--- config.mk ---
export PLATFORM = sky130hd
export DESIGN_NAME = alu_seq_muldiv
export DESIGN_NICKNAME = d
export VERILOG_FILES = /design/src/rtl/alu_seq_muldiv.sv
export SDC_FILE = /design/constraint.sdc
export NUM_CORES = 1
export LEC_CHECK = 0
export BUFFER_PORTS_ARGS = -buffer_cell sky130_fd_sc_hd__buf_2
export CAP_MARGIN = 20
export CORE_UTILIZATION = 35
export CTS_CLUSTER_DIAMETER = 120
export DETAILED_ROUTE_END_ITERATION = 7
export SYNTH_ARGS = -nofsm -noshare
export SYNTH_HDL_FRONTEND = slang
export SYNTH_SLANG_ARGS = --single-unit
--- constraint.sdc ---
create_clock -name clk -period 4.8 [get_ports clk]
set_clock_uncertainty 0.2 [all_clocks]
set_input_delay 0.48 -clock clk [delete_from_list [all_inputs] [get_ports clk]]
set_output_delay 0.48 -clock clk [all_outputs]
set_load 0.02 [all_outputs]
--- src/rtl/alu_seq_muldiv.sv ---
// alu_seq_muldiv: multi-cycle RV32I/RV32M ALU with valid/ready handshakes.
// Base ops complete one cycle after acceptance. MUL*/DIV*/REM* run on an
// iterative shift-add / restoring-divide datapath for XLEN cycles.
// Optional macro ALU_MULDIV_SHORTCUT_EN: divide-by-zero, signed overflow and
// multiply by zero complete in one cycle instead of running the iteration.
module alu_seq_muldiv #(
    parameter int unsigned XLEN = 32,
    parameter int unsigned SHW  = $clog2(XLEN)
) (
    input  logic            clk,
    input  logic            rst,
    input  logic            in_valid,
    output logic            in_ready,
    input  logic [4:0]      op,
    input  logic [XLEN-1:0] a,
    input  logic [XLEN-1:0] b,
    output logic            out_valid,
    input  logic            out_ready,
    output logic [XLEN-1:0] result,
    output logic            busy
);

    localparam int unsigned CW = $clog2(XLEN) + 1;
    localparam logic [XLEN-1:0] XMIN = {1'b1, {(XLEN-1){1'b0}}};

    typedef enum logic [1:0] {StIdle, StBusy, StDone} state_e;

    state_e            state_q;
    logic [CW-1:0]     cnt_q;
    logic [2:0]        mop_q;     // op[2:0] of the running mul/div op
    logic [XLEN-1:0]   acc_hi_q;  // product high half / partial remainder
    logic [XLEN-1:0]   acc_lo_q;  // multiplier bits / dividend->quotient bits
    logic [XLEN-1:0]   opd_q;     // multiplicand or divisor magnitude
    logic [XLEN-1:0]   a_q;
    logic              neg_q;     // negate the final magnitude
    logic              dz_q;
    logic              ovf_q;

    logic [SHW-1:0]    shamt;
    logic [XLEN-1:0]   base_res;
    logic              is_muldiv;
    logic              is_div;
    logic              sgn_a;
    logic              sgn_b;
    logic              a_neg;
    logic              b_neg;
    logic [XLEN-1:0]   a_mag;
    logic [XLEN-1:0]   b_mag;
    logic              neg_in;
    logic              dz_in;
    logic              ovf_in;
    logic              sc_hit;
    logic [XLEN-1:0]   sc_val;

    logic [XLEN:0]     mul_sum;
    logic [XLEN:0]     div_shift;
    logic              div_ge;
    logic [XLEN-1:0]   div_diff;
    logic [XLEN-1:0]   step_hi;
    logic [XLEN-1:0]   step_lo;
    logic [2*XLEN-1:0] prod;
    logic [2*XLEN-1:0] prod_s;
    logic [XLEN-1:0]   div_val;
    logic [XLEN-1:0]   final_res;

    // Single-cycle base ALU operating on the live inputs at acceptance.
    always_comb begin
        shamt    = b[SHW-1:0];
        base_res = '0;
        case (op)
            5'b00000: base_res = a + b;
            5'b00001: base_res = a - b;
            5'b00010: base_res = a & b;
            5'b00011: base_res = a | b;
            5'b00100: base_res = a ^ b;
            5'b00101: base_res = a << shamt;
            5'b00110: base_res = a >> shamt;
            5'b00111: base_res = $unsigned($signed(a) >>> shamt);
            5'b01000: base_res = {{(XLEN-1){1'b0}}, a < b};
            5'b01001: base_res = {{(XLEN-1){1'b0}}, $signed(a) < $signed(b)};
            5'b01010: base_res = {{(XLEN-1){1'b0}}, !(a < b)};
            5'b01011: base_res = {{(XLEN-1){1'b0}}, !($signed(a) < $signed(b))};
            default:  base_res = '0;
        endcase
    end

    // Operand conditioning for mul/div: magnitudes, result sign, special cases.
    always_comb begin
        is_muldiv = op[4] & ~op[3];
        is_div    = op[2];
        sgn_a     = is_div ? ~op[0] : (op[1:0] == 2'b01 || op[1:0] == 2'b10);
        sgn_b     = is_div ? ~op[0] : (op[1:0] == 2'b01);
        a_neg     = sgn_a & a[XLEN-1];
        b_neg     = sgn_b & b[XLEN-1];
        a_mag     = a_neg ? -a : a;
        b_mag     = b_neg ? -b : b;
        // Remainder takes the dividend's sign; everything else the product sign.
        neg_in    = (is_div & op[1]) ? a_neg : (a_neg ^ b_neg);
        dz_in     = is_div & (b == '0);
        ovf_in    = is_div & ~op[0] & (a == XMIN) & (b == '1);
    end

`ifdef ALU_MULDIV_SHORTCUT_EN
    // Early-out detection for cases whose result is known at acceptance.
    always_comb begin
        sc_hit = is_muldiv & (is_div ? (dz_in | ovf_in) : (a == '0 || b == '0));
        sc_val = '0;
        if (is_div) begin
            if (dz_in) sc_val = op[1] ? a : '1;
            else       sc_val = op[1] ? '0 : a;
        end
    end
`else
    assign sc_hit = 1'b0;
    assign sc_val = '0;
`endif

    // One shift-add or restoring-divide step on the current accumulator.
    always_comb begin
        mul_sum   = {1'b0, acc_hi_q} + (acc_lo_q[0] ? {1'b0, opd_q} : '0);
        div_shift = {acc_hi_q, acc_lo_q[XLEN-1]};
        div_ge    = div_shift >= {1'b0, opd_q};
        div_diff  = div_shift[XLEN-1:0] - opd_q;
        if (mop_q[2]) begin
            step_hi = div_ge ? div_diff : div_shift[XLEN-1:0];
            step_lo = {acc_lo_q[XLEN-2:0], div_ge};
        end else begin
            step_hi = mul_sum[XLEN:1];
            step_lo = {mul_sum[0], acc_lo_q[XLEN-1:1]};
        end
    end

    // Sign fix-up and half/special-case selection after the last step.
    always_comb begin
        prod      = {step_hi, step_lo};
        prod_s    = neg_q ? -prod : prod;
        div_val   = mop_q[1] ? step_hi : step_lo;
        final_res = '0;
        if (mop_q[2]) begin
            if (dz_q)       final_res = mop_q[1] ? a_q : '1;
            else if (ovf_q) final_res = mop_q[1] ? '0 : a_q;
            else            final_res = neg_q ? -div_val : div_val;
        end else begin
            final_res = (mop_q[1:0] == 2'b00) ? prod_s[XLEN-1:0] : prod_s[2*XLEN-1:XLEN];
        end
    end

    // Control FSM with registered handshake outputs and datapath state.
    always_ff @(posedge clk) begin
        if (rst) begin
            state_q   <= StIdle;
            in_ready  <= 1'b1;
            out_valid <= 1'b0;
            busy      <= 1'b0;
            result    <= '0;
            cnt_q     <= '0;
            mop_q     <= '0;
            acc_hi_q  <= '0;
            acc_lo_q  <= '0;
            opd_q     <= '0;
            a_q       <= '0;
            neg_q     <= 1'b0;
            dz_q      <= 1'b0;
            ovf_q     <= 1'b0;
        end else begin
            case (state_q)
                StIdle: begin
                    if (in_valid) begin
                        in_ready <= 1'b0;
                        if (is_muldiv && !sc_hit) begin
                            state_q  <= StBusy;
                            busy     <= 1'b1;
                            cnt_q    <= CW'(XLEN);
                            mop_q    <= op[2:0];
                            acc_hi_q <= '0;
                            acc_lo_q <= is_div ? a_mag : b_mag;
                            opd_q    <= is_div ? b_mag : a_mag;
                            a_q      <= a;
                            neg_q    <= neg_in;
                            dz_q     <= dz_in;
                            ovf_q    <= ovf_in;
                        end else begin
                            state_q   <= StDone;
                            out_valid <= 1'b1;
                            result    <= is_muldiv ? sc_val : base_res;
                        end
                    end
                end
                StBusy: begin
                    acc_hi_q <= step_hi;
                    acc_lo_q <= step_lo;
                    cnt_q    <= cnt_q - 1'b1;
                    if (cnt_q == CW'(1)) begin
                        state_q   <= StDone;
                        busy      <= 1'b0;
                        out_valid <= 1'b1;
                        result    <= final_res;
                    end
                end
                StDone: begin
                    if (out_ready) begin
                        state_q   <= StIdle;
                        out_valid <= 1'b0;
                        in_ready  <= 1'b1;
                    end
                end
                default: begin
                    state_q   <= StIdle;
                    in_ready  <= 1'b1;
                    out_valid <= 1'b0;
                    busy      <= 1'b0;
                end
            endcase
        end
    end

endmodule

==> impl_metrics.py, run 1 <==
metrics = {
    "clocking": {
        "cts_hold_buf": 0,
        "cts_root_buf": "clkbuf_16",
        "tritoncts": "done",
        "clkTransAtPathRegs_ns": 0.07,
        "clock_latency_ns": 0.50,
        "ctsHtreeMaxLevel": 4,
        "cts_sinks": 177,
        "cts_buffers": 17,
        "cts.path.max_buffers": 2,
    },
    "worst_setup_path": {
        "endpoint_kind": "flip-flop",
        "worstSetupPathType": "flip-flop to flip-flop",
        "crit_fanout": 5,
        "r2r_slack_ns": -0.22,
        "arrival_ns": 5.18,
        "slowest_stage": "or4_4",
        "critPathTopFamily": "simple AND/OR/NAND/NOR gates",
        "critPathLaunchType": "flip-flop",
        "critical_path_buf_inv_count": 6,
        "cpPeakStageDelay_ns": 0.48,
        "crit_required_ns": 4.97,
    },
    "pwr": {
        "p_leak_nw": 14.67,
        "ir_drop_uv": 191.9,
        "powerDensity_nw_per_um2": 237.9,
    },
    "hold_path": {
        "hold_class": "input pin to flip-flop",
    },
    "drt": {
        "detail_route.first_pass.iterations": 7,
        "ant_nets": 0,
        "via_per_inst": 6.267,
        "drt-total-wl_mm": 156.0,
        "detail_route.wl_per_cell_um": 27.77,
        "drc": 0,
        "vias": 35190,
        "initialDrtViolationCount": 4410,
    },
    "global_route": {
        "grt.busiest_layer": "met2",
        "grtUsageTotal_pct": 38.84,
        "gr-total-overflow": 0,
        "grt.met3_usage_pct": 7.380,
        "use_met2_pct": 60.73,
        "grtUsageMet1_pct": 48.03,
        "grt_pass1_vias": 32990,
        "grt_max_degree": 99,
        "grt_pass1_wl_mm": 224.5,
        "antenna_found_initial": 9,
    },
    "timing": {
        "slew_headroom_pct": 25.59,
        "layout_setup_ws_ns": -0.2150,
        "hold_viol_final": 0,
        "layout_worst_path_cycle_share_pct": 104.5,
        "setup_tns_ns": -1.002,
        "setup_viol": 9,
        "worst_pin_slew_ns": 1.112,
        "whs_ns": 0.09502,
        "rsz0062_at_grt": "true",
        "fmax_mhz": 199.4,
        "drv_slew": 0,
        "period_needed_ns": 5.015,
    },
    "placed_design": {
        "numPortBuffers": 107,
        "dpl.hpwl_mm": 124.3,
        "gp_congestion": 1.057,
    },
    "layout": {
        "seq_area_um2": 3577,
        "n_fill_cell": 7914,
        "final_net_count": 4814,
        "drive_above_1_share_pct": 25.93,
        "multi_input_area_um2": 22630,
        "area_growth_pct": 30.50,
    },
    "job": {
        "maxCapViolCount": 0,
    },
    "synth": {
        "synth_edf_count": 0,
        "ys_seq_elements": 177,
        "synth-seq-area-share_pct": 13.20,
        "synth.avg_cell_area_um2": 6.696,
        "synthCells": 4008,
        "synthArstFlopShare_pct": 0,
        "ys_types": 114,
        "ys.flop_type": "dfxtp_1",
        "syn_nets": 4257,
        "syn_area_um2": 26840,
        "yosys_warnings": 0,
    },
    "floorplanning": {
        "core_um2": 75950,
        "rows": 101,
        "dieArea_um2": 77790,
        "dieHeight_um": 278.9,
        "ios": 108,
        "start_util_pct": 35.34,
        "chipWidth_um": 278.9,
    },
    "status": {
        "outcome": "complete, but fails checks",
        "violations": "negative setup slack",
    },
}
-- logic make-up after synthesis --
family / Yosys count / share of synthesized area (%)
xor+xnor: 151 / 4.928
mux: 134 / 6.168
compound gates: 1437 / 35.41
simple gates: 1466 / 25.04
flops: 177 / 13.20
fa+ha+maj: 176 / 8.317
buf+inv: 467 / 6.937
-- synthesized netlist by cell type (39+ instances only) --
cell	instances	share of area (%)
o31ai_1	43	1.2
nand2b_1	42	0.98
a21oi_1	417	7.8
a21o_1	55	1.5
nor2_1	480	6.7
a31oi_1	49	1.1
dfxtp_1	177	13
o211ai_1	72	2.0
o21ai_0	304	5.7
ha_1	172	8.0
nor3_1	115	2.1
a221oi_1	44	1.4
buf_1	41	0.57
clkbuf_1	228	3.2
inv_1	157	2.2
a211oi_1	66	1.8
a22oi_1	40	1.1
xnor2_1	112	3.7
and2_1	51	1.2
nand2_1	486	6.8
mux2i_1	74	2.8
xor2_1	39	1.3
nand3_1	83	1.5
-- path summary, 6_finish.rpt --
path,from,end,cells after the start
max,opd_q[26],result[24],27
min,out_ready,state_q[1],4
max reg2reg,opd_q[26],result[24],27
min reg2reg,a_q[16],a_q[16],2
-- metrics by stage --
step | power (mW) | util [%] | setup WS [ns] | cells | area [um2]
CTS | 7.897 | 44.72 | -0.1356 | 5582 | 33970
detailed placement | 6.277 | 43.38 | -0.5019 | 5537 | 32950
global route | 8.606 | 46.11 | -0.3664 | 5615 | 35020
floorplan | 4.161 | - | -0.2651 | 4008 | 26970
finish | 8.331 | 46.11 | -0.2150 | 5616 | 35020
global placement | 6.275 | 43.38 | -0.4209 | 5537 | 32950
-- metal layers --
metal  up-vias  routed length [um]
li1      15880                   -
met1     16640               60120
met2      2133               67760
met3       531               15250
met4         4               12820
met5         -                  26
-- cell type report --
class / count / share of cell area [%]
Multi-Input combinational cell: 3364 / 64.62
Timing Repair Buffer: 845 / 17.97
Sequential cell: 177 / 10.21
Tap cell: 1030 / 3.680
Inverter: 160 / 1.715
Clock buffer: 20 / 1.333
Clock inverter: 12 / 0.4073
Antenna cell: 8 / 0.05716
-- worst min-delay path, delay by kind of cell --
kind / cells / cell delay, ns
compound gates: 1 / 0.05
buf+inv: 1 / 0.10
simple gates: 2 / 0.11
-- state kept, by name (all words and copies together), names as in the netlist --
name,flops
opd_q,32
busy,1
in_ready,1
dz_q,1
acc_hi_q,32
state_q,2
out_valid,1
ovf_q,1
neg_q,1
a_q,32
acc_lo_q,32
mop_q,3
result,32
cnt_q,6
-- cells in the final DEF, fill, tap and decap left out, drive strengths merged, types with 112 or more instances in the layout --
cell,count
a21oi,420
buf,845
dfxtp,177
ha,172
inv,166
nand2,488
nor2,481
nor3,119
o21ai,323
xnor2,112
-- report_power, final --
group / switching, mW / total [mW] / internal [mW] / leakage (nW)
registers: 0.137 / 1.71 / 1.57 / 1.45
logic: 3.12 / 5.07 / 1.94 / 12.9
clock network: 0.734 / 1.55 / 0.821 / 0.301
-- what timing repair did --
action	in CTS	in global routing
resized for setup	61	163
endpoints found under the setup margin	26	31
setup buffers	14	26
cloned	0	0
endpoints found under the hold margin	0	0
pin swaps	36	62
Power figures use the tool's default switching activity.
==> run 2: changes to the inputs <==
--- a/config.mk
+++ b/config.mk
@@ -8,8 +8,11 @@
 export BUFFER_PORTS_ARGS = -buffer_cell sky130_fd_sc_hd__buf_2
 export CAP_MARGIN = 20
 export CORE_UTILIZATION = 35
+export CTS_BUF_LIST = sky130_fd_sc_hd__clkbuf_16
 export CTS_CLUSTER_DIAMETER = 120
 export DETAILED_ROUTE_END_ITERATION = 7
+export RECOVER_POWER = 50
+export SETUP_SLACK_MARGIN = 0.15
 export SYNTH_ARGS = -nofsm -noshare
 export SYNTH_HDL_FRONTEND = slang
 export SYNTH_SLANG_ARGS = --single-unit
==> impl_metrics.py, run 2 (synthesis gave the netlist of run 1 again) <==
metrics = {
    "status": {
        "outcome": "complete, but fails checks",
        "violations": "max-capacitance violations, max-slew violations, negative setup slack",
    },
    "timing": {
        "hold_viol_final": 0,
        "layout_setup_ws_ns": -0.1670,
        "slew_headroom_pct": -71.22,
        "setup_viol": 42,
        "fmax_mhz": 201.3,
        "rsz0062_at_grt": "true",
        "drv_slew": 119,
        "worst_pin_slew_ns": 2.568,
        "period_needed_ns": 4.967,
        "setup_tns_ns": -3.032,
        "layout_worst_path_cycle_share_pct": 103.5,
    },
    "clocking": {
        "ctsHtreeMaxLevel": 4,
        "cts_root_buf": "clkbuf_16",
        "tritoncts": "done",
        "cts_hold_buf": 0,
        "clock_latency_ns": 0.49,
        "clkTransAtPathRegs_ns": 0.07,
        "cts_sinks": 177,
        "cts_buffers": 17,
        "cts.path.max_buffers": 2,
    },
    "floorplanning": {
        "dieHeight_um": 278.9,
        "chipWidth_um": 278.9,
        "dieArea_um2": 77790,
        "core_um2": 75950,
        "ios": 108,
        "rows": 101,
        "start_util_pct": 35.34,
    },
    "placed_design": {
        "gp_congestion": 1.068,
        "placed_area_um2": 32760,
        "dpl.hpwl_mm": 124.1,
        "dpl.cell_count": 5503,
        "numPortBuffers": 107,
    },
    "worst_setup_path": {
        "crit_required_ns": 4.93,
        "arrival_ns": 5.10,
        "worstSetupPathType": "flip-flop to flip-flop",
        "critPathTopFamily": "simple AND/OR/NAND/NOR gates",
        "critical_path_buf_inv_count": 2,
        "critPathLaunchType": "flip-flop",
        "crit_chain": "ha_4 > o211ai_1 > a21oi_2 > o21a_1 > o311a_4 > nor2_4 > nor2_4 > a21o_1 > inv_2 > ha_4 > nand3_4 > or4_4 > or4_4 > nor3_4 > nand3_2 > nor2_2 > nor4b_4 > buf_4 > nand4_1 > mux2i_1 > a21oi_1 > o31ai_1 > a211oi_1",
        "endpoint_kind": "flip-flop",
        "slowest_stage": "or4_4",
        "crit_fanout": 4,
        "cpPeakStageDelay_ns": 0.47,
    },
    "drt": {
        "drc": 0,
        "detail_route.wl_per_cell_um": 28.16,
        "ant_nets": 0,
        "vias": 35570,
        "initialDrtViolationCount": 4128,
        "drt-total-wl_mm": 157.8,
        "via_per_inst": 6.348,
        "detail_route.first_pass.iterations": 6,
    },
    "layout": {
        "final_net_count": 4795,
        "final_area_um2": 35000,
        "final_common_cell": "buf_4",
        "area_growth_pct": 30.42,
        "drive_above_1_share_pct": 25.09,
        "stdcell_count": 5603,
        "most-common-layout-cells": "buf_4 (671), nand2_1 (480), nor2_1 (473), a21oi_1 (400), o21ai_0 (289)",
        "fin_util_pct": 46.08,
    },
    "global_route": {
        "grtUsageTotal_pct": 38.78,
        "grt_pass1_wl_mm": 223.8,
        "gr-total-overflow": 0,
        "antenna_found_initial": 15,
        "grt_pass1_vias": 32580,
        "grt_max_degree": 100,
    },
    "job": {
        "maxCapViolCount": 2,
    },
    "pwr": {
        "p_leak_nw": 14.45,
        "ir_drop_uv": 226.1,
        "powerDensity_nw_per_um2": 240.5,
        "total_power_mw": 8.417,
    },
    "hold_path": {
        "hold_class": "input pin to flip-flop",
    },
}
## run 2: worst paths after layout
kind	startpoint	endpoint	slack, ns	depth (start not counted)
worst min-delay path	out_ready	state_q[1]	0.11	4
worst min register to register	a_q[30]	a_q[30]	0.28	2
worst max register to register	acc_hi_q[1]	result[28]	-0.17	23
worst max-delay path	acc_hi_q[1]	result[28]	-0.17	23
## run 2: per-layer routing
layer | global-route usage [%] | part of all wire, %
met1 | 48.23 | 39
met3 | 7.104 | 9.6
met5 | 0 | 0.017
met4 | 26.84 | 8.5
met2 | 60.56 | 43
## run 2: what timing repair did
action | 4_1_cts | 5_1_grt
pin swaps | 52 | 71
cloned | 0 | 2
gates resized for setup | 87 | 172
buffers inserted | 26 | 26
setup endpoints to repair | 29 | 32
## run 2: final cells by class
class	instances	area, um2
diodes	14	35.03
flip-flops and latches	177	3586
multi-input cells	3364	22690
repair buffers	826	6233
well taps	1030	1289
fillers	7882	40950
clock buffers	17	425.4
clock inverters	15	141.4
inverters	160	601.8
## run 2: where the power goes
group	switching [mW]	internal, mW
Sequential	0.139	1.57
Clock	0.726	0.765
Combinational	3.18	2.03
Total	4.05	4.37
## run 2: stage by stage
step | hold slack, ns | setup slack, ns
finish | 0.1146 | -0.1670
global route | 0.1351 | -0.2981
CTS | 0.1001 | -0.1584
detailed placement | 0.2656 | -0.4340
global placement | 0.2576 | -0.3359
floorplan | 0.2353 | -0.2639
## run 2: worst min-delay path, cell delays in order
cell     delay [ns]
buf_2          0.11
nor2_1         0.05
nand2_1        0.06
a21oi_1        0.05
